File: src/rtl/uart_pkg.sv
// Shared UART definitions: controller state encodings, byte width and the prescaler constant.
// Imported by the transmit FIFO and its launch controller.
package uart_pkg;

  localparam int UART_BYTE_WIDTH = 8;
  localparam int PRESCALER_COUNT = 16;

  localparam logic [1:0] S_IDLE       = 2'd0;
  localparam logic [1:0] S_WAIT_START = 2'd1;
  localparam logic [1:0] S_WAIT_DONE  = 2'd2;

  typedef logic [UART_BYTE_WIDTH-1:0] byte_t;

endpackage

File: src/rtl/uart_byte_fifo.sv
// Byte FIFO with separate count, sticky overflow and flush; pushed data is poppable the next cycle.
// No backpressure: a write while full is dropped (unless a pop frees the slot that same cycle) and flags overflow.
module uart_byte_fifo
  import uart_pkg::*;
#(
  parameter int DEPTH      = 32,
  parameter int ADDR_WIDTH = 5
) (
  input  logic                clk,
  input  logic                rst,
  input  logic                wr_stb,
  input  byte_t               wr_data,
  input  logic                pop,
  input  logic                flush,
  input  logic                clear_overflow,
  output byte_t               head,
  output logic                full,
  output logic                empty,
  output logic [ADDR_WIDTH:0] count,
  output logic                overflow
);

  localparam logic [ADDR_WIDTH-1:0] PTR_ONE  = ADDR_WIDTH'(1);
  localparam logic [ADDR_WIDTH:0]   CNT_ONE  = (ADDR_WIDTH+1)'(1);
  localparam logic [ADDR_WIDTH:0]   CNT_FULL = (ADDR_WIDTH+1)'(DEPTH);

  byte_t                 mem [DEPTH];
  logic [ADDR_WIDTH-1:0] wr_ptr;
  logic [ADDR_WIDTH-1:0] rd_ptr;
  logic                  do_wr;
  logic                  do_pop;
  logic                  ovf_set;

  assign full  = (count == CNT_FULL);
  assign empty = (count == '0);
  assign head  = mem[rd_ptr];

  // A pop in the same cycle frees the slot, so a write into a full FIFO is still accepted.
  assign do_pop  = pop && !empty && !flush;
  assign do_wr   = wr_stb && !flush && (!full || do_pop);
  assign ovf_set = wr_stb && !flush && full && !do_pop;

  always_ff @(posedge clk) begin
    if (do_wr) begin
      mem[wr_ptr] <= wr_data;
    end
  end

  always_ff @(posedge clk or negedge rst) begin
    if (!rst) begin
      wr_ptr <= '0;
      rd_ptr <= '0;
      count  <= '0;
    end else if (flush) begin
      wr_ptr <= '0;
      rd_ptr <= '0;
      count  <= '0;
    end else begin
      if (do_wr) begin
        wr_ptr <= wr_ptr + PTR_ONE;
      end
      if (do_pop) begin
        rd_ptr <= rd_ptr + PTR_ONE;
      end
      case ({do_wr, do_pop})
        2'b10:   count <= count + CNT_ONE;
        2'b01:   count <= count - CNT_ONE;
        default: count <= count;
      endcase
    end
  end

  always_ff @(posedge clk or negedge rst) begin
    if (!rst) begin
      overflow <= 1'b0;
    end else if (ovf_set) begin
      overflow <= 1'b1;
    end else if (clear_overflow) begin
      overflow <= 1'b0;
    end
  end

endmodule

File: src/rtl/uart_tx_fifo.sv
// Queues bus-written bytes and launches them one at a time into the UART transmitter.
// Launch pulse two cycles after a write into an idle path; waits for is_transmitting to rise and fall between bytes.
module uart_tx_fifo
  import uart_pkg::*;
#(
  parameter int DEPTH      = 32,
  parameter int ADDR_WIDTH = 5
) (
  input  logic                       clk,
  input  logic                       rst,
  input  logic                       wr_stb,
  input  logic [UART_BYTE_WIDTH-1:0] wr_data,
  input  logic                       flush,
  input  logic                       clear_overflow,
  output logic                       full,
  output logic                       empty,
  output logic [ADDR_WIDTH:0]        count,
  output logic                       overflow,
  output logic                       idle,
  output logic                       uart_transmit,
  output logic [UART_BYTE_WIDTH-1:0] uart_tx_byte,
  input  logic                       uart_is_transmitting
);

  logic [1:0] state;
  logic [1:0] state_nxt;
  logic       launch;
  byte_t      head;

  uart_byte_fifo #(
    .DEPTH      (DEPTH),
    .ADDR_WIDTH (ADDR_WIDTH)
  ) u_fifo (
    .clk            (clk),
    .rst            (rst),
    .wr_stb         (wr_stb),
    .wr_data        (wr_data),
    .pop            (launch),
    .flush          (flush),
    .clear_overflow (clear_overflow),
    .head           (head),
    .full           (full),
    .empty          (empty),
    .count          (count),
    .overflow       (overflow)
  );

  always_ff @(posedge clk or negedge rst) begin
    if (!rst) begin
      state <= S_IDLE;
    end else begin
      state <= state_nxt;
    end
  end

  // A transmitter that drops busy early (its own reset) simply ends the byte; no retry.
  always_comb begin
    state_nxt = S_IDLE;
    case (state)
      S_IDLE:       state_nxt = launch ? S_WAIT_START : S_IDLE;
      S_WAIT_START: state_nxt = uart_is_transmitting ? S_WAIT_DONE : S_WAIT_START;
      S_WAIT_DONE:  state_nxt = uart_is_transmitting ? S_WAIT_DONE : S_IDLE;
      default:      state_nxt = S_IDLE;
    endcase
  end

  always_comb begin
    launch = (state == S_IDLE) && !empty && !uart_is_transmitting && !flush;
    idle   = empty && (state == S_IDLE) && !uart_is_transmitting;
  end

  always_ff @(posedge clk or negedge rst) begin
    if (!rst) begin
      uart_transmit <= 1'b0;
      uart_tx_byte  <= '0;
    end else begin
      uart_transmit <= launch;
      if (launch) begin
        uart_tx_byte <= head;
      end
    end
  end

endmodule

File: config.mk
export PLATFORM = sky130hd
export DESIGN_NAME = uart_tx_fifo
export DESIGN_NICKNAME = d
export VERILOG_FILES = /design/src/rtl/uart_pkg.sv /design/src/rtl/uart_byte_fifo.sv /design/src/rtl/uart_tx_fifo.sv
export SDC_FILE = /design/constraint.sdc
export NUM_CORES = 1
export LEC_CHECK = 0
export CAP_MARGIN = 10
export CORE_MARGIN = 4
export CORE_UTILIZATION = 61
export CTS_CLUSTER_DIAMETER = 100
export CTS_CLUSTER_SIZE = 14
export DETAILED_ROUTE_END_ITERATION = 8
export PLACE_DENSITY = 0.79
export SLEW_MARGIN = 20
export SYNTH_ARGS = -nofsm -noshare
export SYNTH_HDL_FRONTEND = slang
export SYNTH_SLANG_ARGS = --single-unit
File: constraint.sdc
create_clock -name clk -period 3.55 [get_ports clk]
set_input_delay 0.355 -clock clk [delete_from_list [all_inputs] [get_ports clk]]
set_output_delay 0.355 -clock clk [all_outputs]
set_load 0.01 [all_outputs]
* After elaboration in Yosys (flattened, before gate mapping)
Memory sizes are Yosys's and may differ from the RTL's. A register that Yosys moved wholly into a read port is not among the register bits. Index checks and enable logic that the tools add are counted.
Storage, ports and cells: memories kept 1, output and inout port bits 19, bits in read-only memories 0, bits in registers 20, bits in latches 0, RAM bits 256, logic and storage cells 54, input bits 14
Memory list:
- u_fifo.mem | words 32, bits a word 8, read ports 1, clocked after Yosys merged registers in 1, wr ports 1, RTL line uart_byte_fifo.sv:27 | byte_t mem [DEPTH];
Operators by class: reductions and logical operators 24, $mul 0, bitwise operators 0, eq/ne operators 5, multiplexer cells 14, shift operators 0, order comparisons 0, $add $sub $neg 4, divide/modulo/power cells 0
Operators by type and width (count):
- two-way mux 5 bit | 4
- one-hot mux 6 bit (2 select lines) | 1
- logical AND 1 bit | 11
- adder 5 x 1 -> 5 bit (second input constant) | 2
- adder 6 x 1 -> 6 bit (second input constant) | 1
- equality test 6 bit (second input constant) | 1
- zero test 1 bit | 6
- zero test 6 bit | 1
- two-way mux 6 bit | 1
- one-hot mux 2 bit (3 select lines) | 1
- nonzero test 2 bit | 3
- subtractor 6 x 1 -> 6 bit (second input constant) | 1
- two-way mux 1 bit | 5
- equality test 2 x 1 -> 1 bit (second input constant) | 2
- equality test 2 bit (second input constant) | 2
- two-way mux 2 bit | 2
- nonzero test 3 bit | 1
- zero test 2 bit | 1
- logical OR 1 bit | 1

* Longest topological paths before layout
depth in word-level cells 12, depth in mapped cells 12

* Cells and area by module
From an unflattened synthesis, not the netlist that was laid out.
Second synthesis, totals: cell total of the unflattened synthesis 684, area, all modules 11703.7 um2
By module, submodules not included:
- uart_byte_fifo | cells each 656, instances 1, area an instance 11283.3 um2
- uart_tx_fifo | cells each 28, instances 1, area an instance 420.4 um2

* Worst setup path after synthesis
No wires, ideal clock.
kind flip-flop to flip-flop, start point reg u_fifo.count[0], end point reg u_fifo.count[4], required time 3.422 ns, setup slack 0.361 ns, stages on the path, launching flop included 13, arrival 3.061 ns, clock period less this slack 3.189 ns, library setup time 0.128 ns, cells stage by stage dfrtp_1 or4_4 nor3_4 or3_1 buf_2 buf_2 nor2_1 fa_1 a21o_1 a21oi_1 xor2_1 nor2_1 mux2_1
Between the ends: longest elaborated chain between the ends 12, elaborated cells between the ends (all ways) 18, classes of those cells add/sub (2); eq/ne (3); mux (2); reduce/logical (11)
RTL lines:
- from (decl) | RTL line uart_byte_fifo.sv:19 | output logic [ADDR_WIDTH:0] count,
- from (signal assigned) | RTL line uart_byte_fifo.sv:66 | 2'b10: count <= count + CNT_ONE;
- from (signal assigned) | RTL line uart_byte_fifo.sv:67 | 2'b01: count <= count - CNT_ONE;
- from (signal assigned) | RTL line uart_byte_fifo.sv:68 | default: count <= count;
- zero test 6 bit (*) | RTL line uart_byte_fifo.sv:35 | assign empty = (count == '0);
- net empty | RTL line uart_tx_fifo.sv:16 | output logic empty,
- zero test 1 bit (*) | RTL line uart_byte_fifo.sv:39, uart_tx_fifo.sv:68
- logical AND 1 bit (3 in a row) | RTL line uart_tx_fifo.sv:68 | launch = (state == S_IDLE) && !empty && !uart_is_transmitting && !flush;
- logical AND 1 bit (*) (2 in a row) | RTL line uart_byte_fifo.sv:39 | assign do_pop = pop && !empty && !flush;
- logical OR 1 bit | RTL line uart_byte_fifo.sv:40 | assign do_wr = wr_stb && !flush && (!full || do_pop);
- logical AND 1 bit | RTL line uart_byte_fifo.sv:40
- equality test 2 x 1 -> 1 bit / equality test 2 bit (equally long branches) | RTL line uart_byte_fifo.sv:65 | case ({do_wr, do_pop})
- one-hot mux 6 bit (2 select lines) | RTL line uart_byte_fifo.sv:65
- two-way mux 6 bit | RTL line uart_byte_fifo.sv:54 | end else if (flush) begin
Mark *: on every way through the listed nets, which the timed path passes. The rest lies on a longest branch. A chain may end at the register's enable or synchronous reset.

* Final worst setup path
start point reg u_fifo.count[0], end point out idle
Between the ends: longest elaborated chain between the ends 3
RTL lines:
- zero test 6 bit | RTL line uart_byte_fifo.sv:35
- logical AND 1 bit (2 in a row) | RTL line uart_tx_fifo.sv:69 | idle = empty && (state == S_IDLE) && !uart_is_transmitting;
- to (decl) | RTL line uart_tx_fifo.sv:19 | output logic idle,
No other way between the ends.

==> run metrics <==
met2 wire len=approximately 11000 um; IO Count=33; Final TNS setup=0 ns; Crit-path slowest cell=clkdlybuf4s50_1; Place WS=0.397 ns; hold buffers post-CTS=0; CTS Sinks=about 280; Clock Skew=0.0110 ns; DRT antenna net count=0; Ant. Diodes=0; RSZ-0062 raised after global routing=no; Hold Path Class=in -> async; Max Cap Viol=0; Inserted Clock Buffers=24; Worst-path clk slew=roughly 0.070 ns; total power=7910 uW; latest clock arrival within the worst-skew pair=0.52 ns; yosys warns=0; initial antenna violation count=1; met3 wire len=around 2000 um; first-pass GRT wire length=approximately 37000 um; syn_nets=around 610; Worst Path Max Fanout=8; sequential fraction of the synthesis area=0.744; fmax=about 320 MHz; GR Util All Layers=0.239; Post-Syn Instances=583; total congestion overflow=0; Post-synth EDFFs=around 260; Pleak=about 0.0041 uW; Die Wd=about 140 um; Async S/R FF share, synth=0.0986; Avg WL per Cell=about 26 um; vias in the first global route=6018; synthesized area per cell=~19 um2; DRC viols=0; endpoint type of the worst setup path=primary output; Die Footprint=just over 20000 um2; Top FF cell, synth=edfxtp_1; Final min period=approximately 3 ns; DP HPWL=about 14000 um; fill count=between 1000 and 1500; routed metal-1 wirelength=between 9000 and 10000 um; row cnt=49; CTS tree=built; Setup violations, final=0; core area=between 15000 and 20000 um2; die height=between 100 and 150 um; first-pass detailed-route iteration total=5; register-to-register setup slack=0.48 ns; cell area power density=between 600 and 700 nW/um2; clk buf depth=3; H-tree levels=1; Final nets=just under 700; fin. max-slew vios=0; Root Buffer=clkbuf_16; gpl congestion=roughly 0.89; Routed WL=approximately 23000 um; worst-path cell chain=or4_4 > nor4_1 > clkdlybuf4s50_1; worst stage delay on the critical path=approximately 0.63 ns; pin count of the biggest net entering global routing=between 40 and 50; Seq cells post-synth=about 280; share of cells above drive strength 1=0.217; VDD IR-drop max=around 0.4 mV; max layer used=met5; Worst EP arrival=approximately 2.7 ns; most frequent cells in the layout=edfxtp_1 (256), mux4_2 (64), nor2_1 (50); Tcrit/Tclk final=0.867; Rel. slew slack=0.384; vias per cell=around 6.7; measured slew at the worst slew-check pin=0.922 ns; worst r2r path cells=10; DR iter-0 viols=671; kind of critical path=reg -> out; Min Hold Slack=between 0.3 and 0.4 ns; status=finished, final reports clean; Final Hold Fails=0; Port Buffers=32; total number of vias=between 5000 and 6000; post-CTS sizing=0; most common cell after layout, fill and taps aside=edfxtp_1; CP Launch Type=register; R2R Path End=u_fifo.count[5]; Layout area overhead=12.4%; post-CTS setup buffers=0; distinct cell type count after synthesis=47; Initial Utilization=0.623; worst path required time=~3.2 ns; post-synthesis cell area=between 10000 and 15000 um2; R2R Path Start=u_fifo.count[0]; Worst Setup Slack, final=around 0.47 ns
-- worst max-delay path by stage --
| stage | start | cells after the start | end | slack (ns) |
|---|---|---|---|---|
| after global routing | u_fifo.count[0] | 10 | u_fifo.count[5] | 0.31 |
| after floorplan | u_fifo.count[0] | 12 | u_fifo.count[4] | 0.36 |
| after detailed placement | uart_is_transmitting | 10 | u_fifo.count[5] | 0.40 |
| final | u_fifo.count[0] | 3 | idle | 0.47 |
| after CTS | u_fifo.count[0] | 10 | u_fifo.count[5] | 0.52 |
| after global placement | uart_is_transmitting | 10 | u_fifo.count[4] | 0.46 |
-- Yosys cell counts, types with 2 or more instances --
master / instances / area [um2]
or3b_2: 3 / 26.3
buf_6: 2 / 22.5
nor3_1: 3 / 15.0
nand3b_1: 6 / 45.0
nand4_1: 4 / 25.0
buf_12: 2 / 40.0
xor2_1: 8 / 70.1
o21ai_1: 9 / 45.0
dfrtp_1: 28 / 701
mux4_2: 64 / 1440
or3_1: 6 / 37.5
xnor2_1: 2 / 17.5
inv_1: 7 / 26.3
buf_2: 8 / 40.0
or4_1: 8 / 60.1
a211oi_1: 2 / 15.0
nand3_1: 4 / 20.0
a21oi_1: 4 / 20.0
o21ai_0: 2 / 10.0
o31ai_1: 2 / 15.0
o22ai_1: 32 / 200
nor4_1: 2 / 12.5
clkbuf_1: 13 / 48.8
a21boi_0: 2 / 15.0
mux2_1: 4 / 45.0
buf_4: 2 / 15.0
edfxtp_1: 256 / 7690
a21o_1: 3 / 22.5
nor2_1: 50 / 188
nand2_1: 20 / 75.1
ha_1: 9 / 113
-- worst max-delay path, delay by kind of cell, from the launching register on --
kind	cells	cell delay [ns]
buffers and inverters	1	0.63
and+or+nand+nor	2	1.07
DFF	1	0.50
-- routing by layer --
| metal | GRT usage | vias to the layer above |
|---|---|---|
| met1 | 0.350 | 3043 |
| met2 | 0.377 | 340 |
| li1 | - | 2498 |
| met5 | 0 | - |
| met3 | 0.0506 | 38 |
| met4 | 0.0575 | 2 |
-- kinds of logic after synthesis --
kind of cell,share of synthesized area
compound gates,0.0346
mux,0.133
simple gates,0.0504
xor+xnor,0.00777
buf+inv,0.0188
fa+ha+maj,0.0118
flops,0.744
-- area by class of cell --
| class | instances | area [um2] | area share |
|---|---|---|---|
| Sequential cell | 284 | 8390 | 0.662 |
| Multi-Input combinational cell | 263 | 2680 | 0.211 |
| Timing Repair Buffer | 72 | 636 | 0.0501 |
| Clock buffer | 32 | 631 | 0.0497 |
| Tap cell | 229 | 287 | 0.0226 |
| Clock inverter | 2 | 27.5 | 0.00217 |
| Inverter | 7 | 26.3 | 0.00207 |
-- state kept, by name, indices dropped and copies added, names as in the netlist --
register and cells:
state 2, u_fifo.count 6, u_fifo.mem 256, u_fifo.overflow 1, u_fifo.rd_ptr 5, u_fifo.wr_ptr 5, uart_transmit 1, uart_tx_byte 8
-- power by group --
group	internal, uW	switching [uW]
clock	1240	1080
combinational	872	723
sequential	3760	237
-- stage by stage --
step,instances,area (um2),utilization
6_report,889,12700,0.701
5_1_grt,889,12700,0.701
4_1_cts,889,12700,0.701
3_5_place_dp,855,12000,0.665
3_3_place_gp,855,12000,0.665
2_1_floorplan,583,11300,-
Note: power is estimated with default switching activity, not from simulation.
